## src/rtl/mc_sequencer.sv

```systemverilog
// mc_sequencer: multicycle control FSM with conditional-execution gating of architectural writes
module mc_sequencer (
  input  logic       clk,
  input  logic       reset,
  input  logic [1:0] Op,
  input  logic [5:0] Funct,
  input  logic [3:0] Cond,
  input  logic [3:0] Rd,
  input  logic [3:0] ALUFlags,
  output logic       PCWrite,
  output logic       MemWrite,
  output logic       RegWrite,
  output logic       IRWrite,
  output logic       AdrSrc,
  output logic [1:0] ALUSrcA,
  output logic [1:0] ALUSrcB,
  output logic [1:0] ResultSrc,
  output logic [1:0] ImmSrc,
  output logic [1:0] RegSrc,
  output logic [1:0] ALUControl
);
  typedef enum logic [3:0] {
    FETCH, DECODE, MEMADR, MEMREAD, MEMWB, MEMWRITE, EXECR, EXECI, ALUWB, BRANCH
  } state_t;
  state_t state, state_nx;
  logic [3:0] flags;
  logic cond_ex, rd_pc;
  logic [1:0] alu_dec;
  assign rd_pc = (Rd == 4'hf);
  assign ImmSrc = Op;
  assign RegSrc = {Op == 2'b01, Op == 2'b10};
  assign alu_dec = (Funct[4:1] == 4'b0100) ? 2'b00 :
                   (Funct[4:1] == 4'b0010) ? 2'b01 :
                   (Funct[4:1] == 4'b0000) ? 2'b10 :
                   (Funct[4:1] == 4'b1100) ? 2'b11 : 2'b00;
  // condition check against the stored {N,Z,C,V}
  always_comb begin
    cond_ex = 1'b0;
    case (Cond)
      4'b0000: cond_ex = flags[2];
      4'b0001: cond_ex = !flags[2];
      4'b0010: cond_ex = flags[1];
      4'b0011: cond_ex = !flags[1];
      4'b0100: cond_ex = flags[3];
      4'b0101: cond_ex = !flags[3];
      4'b0110: cond_ex = flags[0];
      4'b0111: cond_ex = !flags[0];
      4'b1000: cond_ex = flags[1] && !flags[2];
      4'b1001: cond_ex = !flags[1] || flags[2];
      4'b1010: cond_ex = flags[3] == flags[0];
      4'b1011: cond_ex = flags[3] != flags[0];
      4'b1100: cond_ex = !flags[2] && (flags[3] == flags[0]);
      4'b1101: cond_ex = flags[2] || (flags[3] != flags[0]);
      4'b1110: cond_ex = 1'b1;
      default: cond_ex = 1'b0;
    endcase
  end
  // state register and flag capture from flag-setting data-processing ops
  always_ff @(posedge clk) begin
    if (reset) begin
      state <= FETCH;
      flags <= 4'b0000;
    end else begin
      state <= state_nx;
      if ((state == EXECR || state == EXECI) && Funct[0] && cond_ex) flags <= ALUFlags;
    end
  end
  // next-state and per-state control outputs; failed conditions only mask writes
  always_comb begin
    state_nx   = state;
    PCWrite    = 1'b0;
    MemWrite   = 1'b0;
    RegWrite   = 1'b0;
    IRWrite    = 1'b0;
    AdrSrc     = 1'b0;
    ALUSrcA    = 2'b00;
    ALUSrcB    = 2'b00;
    ResultSrc  = 2'b00;
    ALUControl = 2'b00;
    case (state)
      FETCH: begin
        IRWrite   = 1'b1;
        PCWrite   = 1'b1;
        ALUSrcA   = 2'b01;
        ALUSrcB   = 2'b10;
        ResultSrc = 2'b10;
        state_nx  = DECODE;
      end
      DECODE: begin
        ALUSrcA   = 2'b01;
        ALUSrcB   = 2'b10;
        ResultSrc = 2'b10;
        state_nx  = (Op == 2'b01) ? MEMADR :
                    (Op == 2'b10) ? BRANCH :
                    (Op == 2'b11) ? FETCH  :
                    Funct[5] ? EXECI : EXECR;
      end
      MEMADR: begin
        ALUSrcB  = 2'b01;
        state_nx = Funct[0] ? MEMREAD : MEMWRITE;
      end
      MEMREAD: begin
        AdrSrc   = 1'b1;
        state_nx = MEMWB;
      end
      MEMWB: begin
        ResultSrc = 2'b01;
        RegWrite  = cond_ex && !rd_pc;
        PCWrite   = cond_ex && rd_pc;
        state_nx  = FETCH;
      end
      MEMWRITE: begin
        AdrSrc   = 1'b1;
        MemWrite = cond_ex;
        state_nx = FETCH;
      end
      EXECR: begin
        ALUControl = alu_dec;
        state_nx   = ALUWB;
      end
      EXECI: begin
        ALUSrcB    = 2'b01;
        ALUControl = alu_dec;
        state_nx   = ALUWB;
      end
      ALUWB: begin
        RegWrite = cond_ex && !rd_pc;
        PCWrite  = cond_ex && rd_pc;
        state_nx = FETCH;
      end
      BRANCH: begin
        ALUSrcB   = 2'b01;
        ResultSrc = 2'b10;
        PCWrite   = cond_ex;
        state_nx  = FETCH;
      end
      default: state_nx = FETCH;
    endcase
  end
endmodule

```

## config.mk

```make
export PLATFORM = sky130hd
export DESIGN_NAME = mc_sequencer
export DESIGN_NICKNAME = d
export VERILOG_FILES = /design/src/rtl/mc_sequencer.sv
export SDC_FILE = /design/constraint.sdc
export NUM_CORES = 1
export LEC_CHECK = 0
export ABC_AREA = 1
export BUFFER_PORTS_ARGS = -buffer_cell sky130_fd_sc_hd__buf_2
export CAP_MARGIN = 20
export CORE_UTILIZATION = 45
export DETAILED_ROUTE_END_ITERATION = 6
export GPL_TIMING_DRIVEN = 0
export PLACE_DENSITY = 0.78
export SLEW_MARGIN = 20
export SYNTH_ARGS = -nofsm -noshare
export SYNTH_HDL_FRONTEND = slang
export SYNTH_SLANG_ARGS = --single-unit
```

## constraint.sdc

```tcl
create_clock -name clk -period 1.6 [get_ports clk]
set_input_delay 0.16 -clock clk [delete_from_list [all_inputs] [get_ports clk]]
set_output_delay 0.16 -clock clk [all_outputs]
set_load 0.005 [all_outputs]
```

# Word-level counts from Yosys, hierarchy flattened
# Cells that the tools add are included.
[totals]
regBits = 8
input_bits = 22
elab_cells = 77
[classes]
eq_ne = 32
n_mux = 20
n_reduce_logical = 23
[ops]
columns = ["op", "n"]
rows = [
  ["== test 4 bit (second input constant)", 11],
  ["== test 4 x 3 -> 1 bit (second input constant)", 9],
  ["== test 4 x 2 -> 1 bit (second input constant)", 5],
  ["case mux 4 bit (5 select lines)", 1],
  ["case mux 1 bit (15 select lines)", 1],
  ["zero test 4 bit", 3],
  ["two-way mux 2 bit", 5],
  ["== test 4 x 1 -> 1 bit (second input constant)", 2],
  ["two-way mux 4 bit", 2],
  ["case mux 2 bit (2 select lines)", 2],
  ["OR reduction 2 bit", 4],
  ["logical AND 1 bit", 6],
  ["two-way mux 1 bit", 6],
  ["two-way mux 3 bit", 2],
  ["OR reduction 3 bit", 2],
  ["zero test 1 bit", 5],
  ["== test 2 bit (second input constant)", 2],
  ["logical OR 1 bit", 3],
  ["case mux 1 bit (3 select lines)", 1],
  ["== test 2 x 1 -> 1 bit (second input constant)", 1],
  ["== test 1 bit", 1],
  ["!= test 1 bit", 1],
]

# Logic depth before layout (Yosys ltp)
[depth]
ltp_word = 6
mapped_depth = 12
ltp_nobuf = 12

# Least setup slack after synthesis
# No wires, ideal clock.
[synth_path]
path_kind = "flip-flop to output port"
from = "register flags[3]"
to = "output port PCWrite"
t_arrival_ps = 1063
required_time_ps = 1440
path_slack_ps = 377
path_stages_with_launch = 12
path_buffers = 0
cell_sequence = "dfxtp_1 -> inv_2 -> nand2_1 -> nand2_2 -> nand2_2 -> nand2_2 -> nand2_2 -> nand2_2 -> nor2_4 -> nand2_4 -> nand2_1 -> o21ai_0"
[synth_via]
elab_chain_cells = 5
word_cells_on_any_way = 8
[synth_lines]
columns = ["element", "line", "rtl"]
rows = [
  ["start: declaration", "26", "logic [3:0] flags;"],
  ["start signal: assignment", "65", "if ((state == EXECR || state == EXECI) && Funct[0] && cond_ex) flags <= ALUFlags;"],
  ["!= test 1 bit or == test 1 bit (tied branches)", "n/a", ""],
  ["logical OR 1 bit or logical AND 1 bit (tied branches)", "53, 52", ""],
  ["case mux 1 bit (15 select lines) *", "39", "case (Cond)"],
  ["logical AND 1 bit", "109, 128", ""],
  ["case mux 1 bit (3 select lines) *", "80", "case (state)"],
  ["end: declaration", "10", "output logic PCWrite,"],
]
# Mark *: on every way between the ends. The rest lies on a longest branch, timed or not.

# Final worst setup path
[layout_path]
from = "register flags[3]"
to = "output port MemWrite"
[layout_via]
elab_chain_cells = 4
word_cells_on_any_way = 7
[layout_lines]
columns = ["element", "line", "rtl"]
rows = [
  ["!= test 1 bit or == test 1 bit (tied branches)", "n/a", ""],
  ["logical OR 1 bit or logical AND 1 bit (tied branches)", "53, 52", ""],
  ["case mux 1 bit (15 select lines) *", "39", ""],
  ["two-way mux 1 bit *", "80", ""],
  ["end: declaration", "11", "output logic MemWrite,"],
]
# Marks and branches as above.

==> run summary <==
Initial antenna violation count: 0
Die Area: 0.00196 mm2
Mapped Cells: 149
Post-synthesis xor/xnor area fraction: 0%
Sink Count: 8
Root buffer cell: clkbuf_4
Layout cells sized above 1: 41.8%
Post-synthesis adder-cell area fraction: 0%
Skew final: 0.00139 ns
Grt total ovfl: 0
Setup ws final: -0.0340 ns
Initial core utilization: 50.5%
Vias in the first global route: 799
WP data required: 1.44 ns
Antenna Nets Post-Route: 0
Failing checks: setup timing
Post-synth top area cell: dfxtp_1
Tot GR Track Use: 21.4%
Commonest non-fill, non-tap cell in the layout: buf_2
Site Rows: 14
Clock Latency Late Sink: 0.26 ns
Internal power: 387 uW
DR iter-0 viols: 26
Power Total: 593 uW
Worst vdd ir: 0.387 mV
Routed wire length: 2.05 mm
Critical Path AT: 1.47 ns
Clock power frac: 27.6%
ANT cells: 0
Max incr delay on CP: 0.36 ns
Final hold vios: 0
Yosys reg bits: 8
Seq/Total Area, Yosys: 19.9%
Largest family of logic cells by synthesized area: simple AND/OR/NAND/NOR gates
Unrepaired setup endpoints after global routing: true
Place WS: 0.166 ns
Leakage: 0.602 nW
Mean post-synth cell area: 5.41 um2
Mux cell area share after synthesis: 0%
Final Max Tran Viols: 0
Compound-Gate Fraction of Synth Area: 13.2%
Fin crit period: 1.63 ns
Synth unique cells: 22
Hold_buf cts: 0
Post-Syn Area: 806 um2
Core area: 0.00159 mm2
Logic gate share of total power: 36.8%
Main synth FF type: dfxtp_1
Status: complete, but fails checks
Power per standard cell area: 531 mW/mm2
1st-pass router iterations: 4
Critical path class: flip-flop to primary output
Die Height: 44.3 um
CP Cell Sequence: buf_4 > nand2_1 > a21oi_1 > nor2_4 > buf_4 > a21oi_1 > buf_2
Max-Cap Viols: 0
Seq pwr share: 35.6%
CTS tree: built
Ys Warns: 0
H-Tree Depth: 1
Buf/Inv on CP: 3
Area delta synth->final: 38.5%
Synth top area cells: dfxtp_1, nand2_1, nor2_1, inv_1, nand3_1
Critical Path Slowest Stage Cell: dfxtp_2
Via count: 1045
Final nets: 218
Worst Hold Class: primary input to flip-flop
Clock slew at reported path FFs: 0.06 ns
Critical path fanouts, max: 3
Fillcell total: 162
Port Buffers: 37
Worst Setup Start Kind: flip-flop
Sw Share: 34.7%
Async set-reset flop share out of synthesis: 0%
Gpl congestion: 0.832
F_max: 612 MHz
I/O pin count: 39
Ratio of final minimum period to clock period: 102%
Multi-input logic area: 531 um2
Die Wd: 44.3 um
Clk buf depth: 2
Number of enable flip-flop cells after synthesis: 0
NetSw: 206 uW
Top delay family on crit path: buffers and inverters
Final setup vio count: 3
Sequential cell area: 168 um2
WL/cell: 9.39 um
Area share of the largest cell type after synthesis: 19.9%
Syn_nets: 171
Crit end category: primary output
Drt drc: 0
Vias per inst: 4.79
Simple-Gate Fraction of Synth Area: 49.1%
First-pass GRT wire length: 3.15 mm
Most frequent cells in the layout: buf_2, nand2_1, nor2_1, inv_1, nand3_1
DP HPWL: 1.57 mm
Num CTS Buffers: 3
Pin count of the biggest net entering global routing: 10
## timing repair
item,4_1_cts,5_1_grt
pin swaps,3,6
setup endpoints to repair,3,5
gates resized for setup,9,10
endpoints found under the hold margin,0,0
buffers inserted,3,2
## power by group through the flow
stage	Clock (mW)	Sequential [mW]	Combinational [mW]
after global placement	0	0.215	0.193
final	0.164	0.211	0.218
after floorplan	0	0.214	0.120
after CTS	0.169	0.211	0.208
after detailed placement	0	0.215	0.198
after global routing	0.177	0.211	0.246
## synth_stat cells, types with 2 or more instances
cell type,count
nor2_1,29
a21oi_1,9
buf_4,3
nand2_1,32
clkinv_1,2
dfxtp_1,8
inv_2,5
inv_1,23
nand3_1,13
nand2_2,8
o21ai_0,5
nor2_4,2
## metrics by stage
| step | hold WS, ns | util (%) | area [um2] | TNS (ns) | instances |
|---|---|---|---|---|---|
| 5_1_grt | 0.120 | 70.0 | 1120 | -0.343 | 218 |
| 4_1_cts | 0.0908 | 67.9 | 1080 | -0.00622 | 216 |
| 3_3_place_gp | 0.372 | 64.1 | 1020 | 0 | 210 |
| 6_report | 0.0987 | 70.0 | 1120 | -0.0644 | 218 |
| 2_1_floorplan | 0.229 | - | 806 | 0 | 149 |
| 3_5_place_dp | 0.369 | 64.1 | 1020 | 0 | 210 |
## flip-flops by register name, indices dropped and copies added (netlist names)
signal,cells
flags,4
state,4
## routing by layer
layer	global-route usage [%]	part of all wire, %	vias to the layer above
li1	-	-	545
met1	27.4	45	448
met2	35.6	47	45
met3	2.45	6.8	7
met4	10.3	1.8	0
met5	0	0	-
## layout make-up
class,count,share of cell area (%)
plain buffers,4,2.69
flip-flops and latches,8,15.0
clock buffers,3,2.02
inverters,30,10.1
well taps,24,2.69
multi-input cells,107,47.5
repair buffers,42,20.0
## worst register-to-register path: stages (launching register included)
cell and delay (ns):
dfxtp_2 0.36, inv_2 0.05, nand2_2 0.06, nand2_2 0.07, nand2_2 0.08, nand2_2 0.05, nand2_2 0.05, nand2_2 0.06
nor2_4 0.13, nand2_4 0.07, buf_4 0.16, a21oi_1 0.12, nor2_1 0.06
## final timing paths
check | startpoint | cells past startpoint | endpoint | slack (ns)
setup reg to reg | flags[3]$_SDFFE_PP0P_ | 12 | flags[2]$_SDFFE_PP0P_ | 0.17
setup / recovery | flags[3]$_SDFFE_PP0P_ | 7 | MemWrite | -0.03
hold / removal | reset | 2 | state[3]$_SDFF_PP0_ | 0.1
hold reg to reg | flags[1]$_SDFFE_PP0P_ | 2 | flags[1]$_SDFFE_PP0P_ | 0.50
## logic make-up after synthesis
logic type	after synthesis
and+or+nand+nor	88
buffers and inverters	34
AOI/OAI and AO/OA	18
DFF	8
other	1
(Power assumes the default switching activity.)
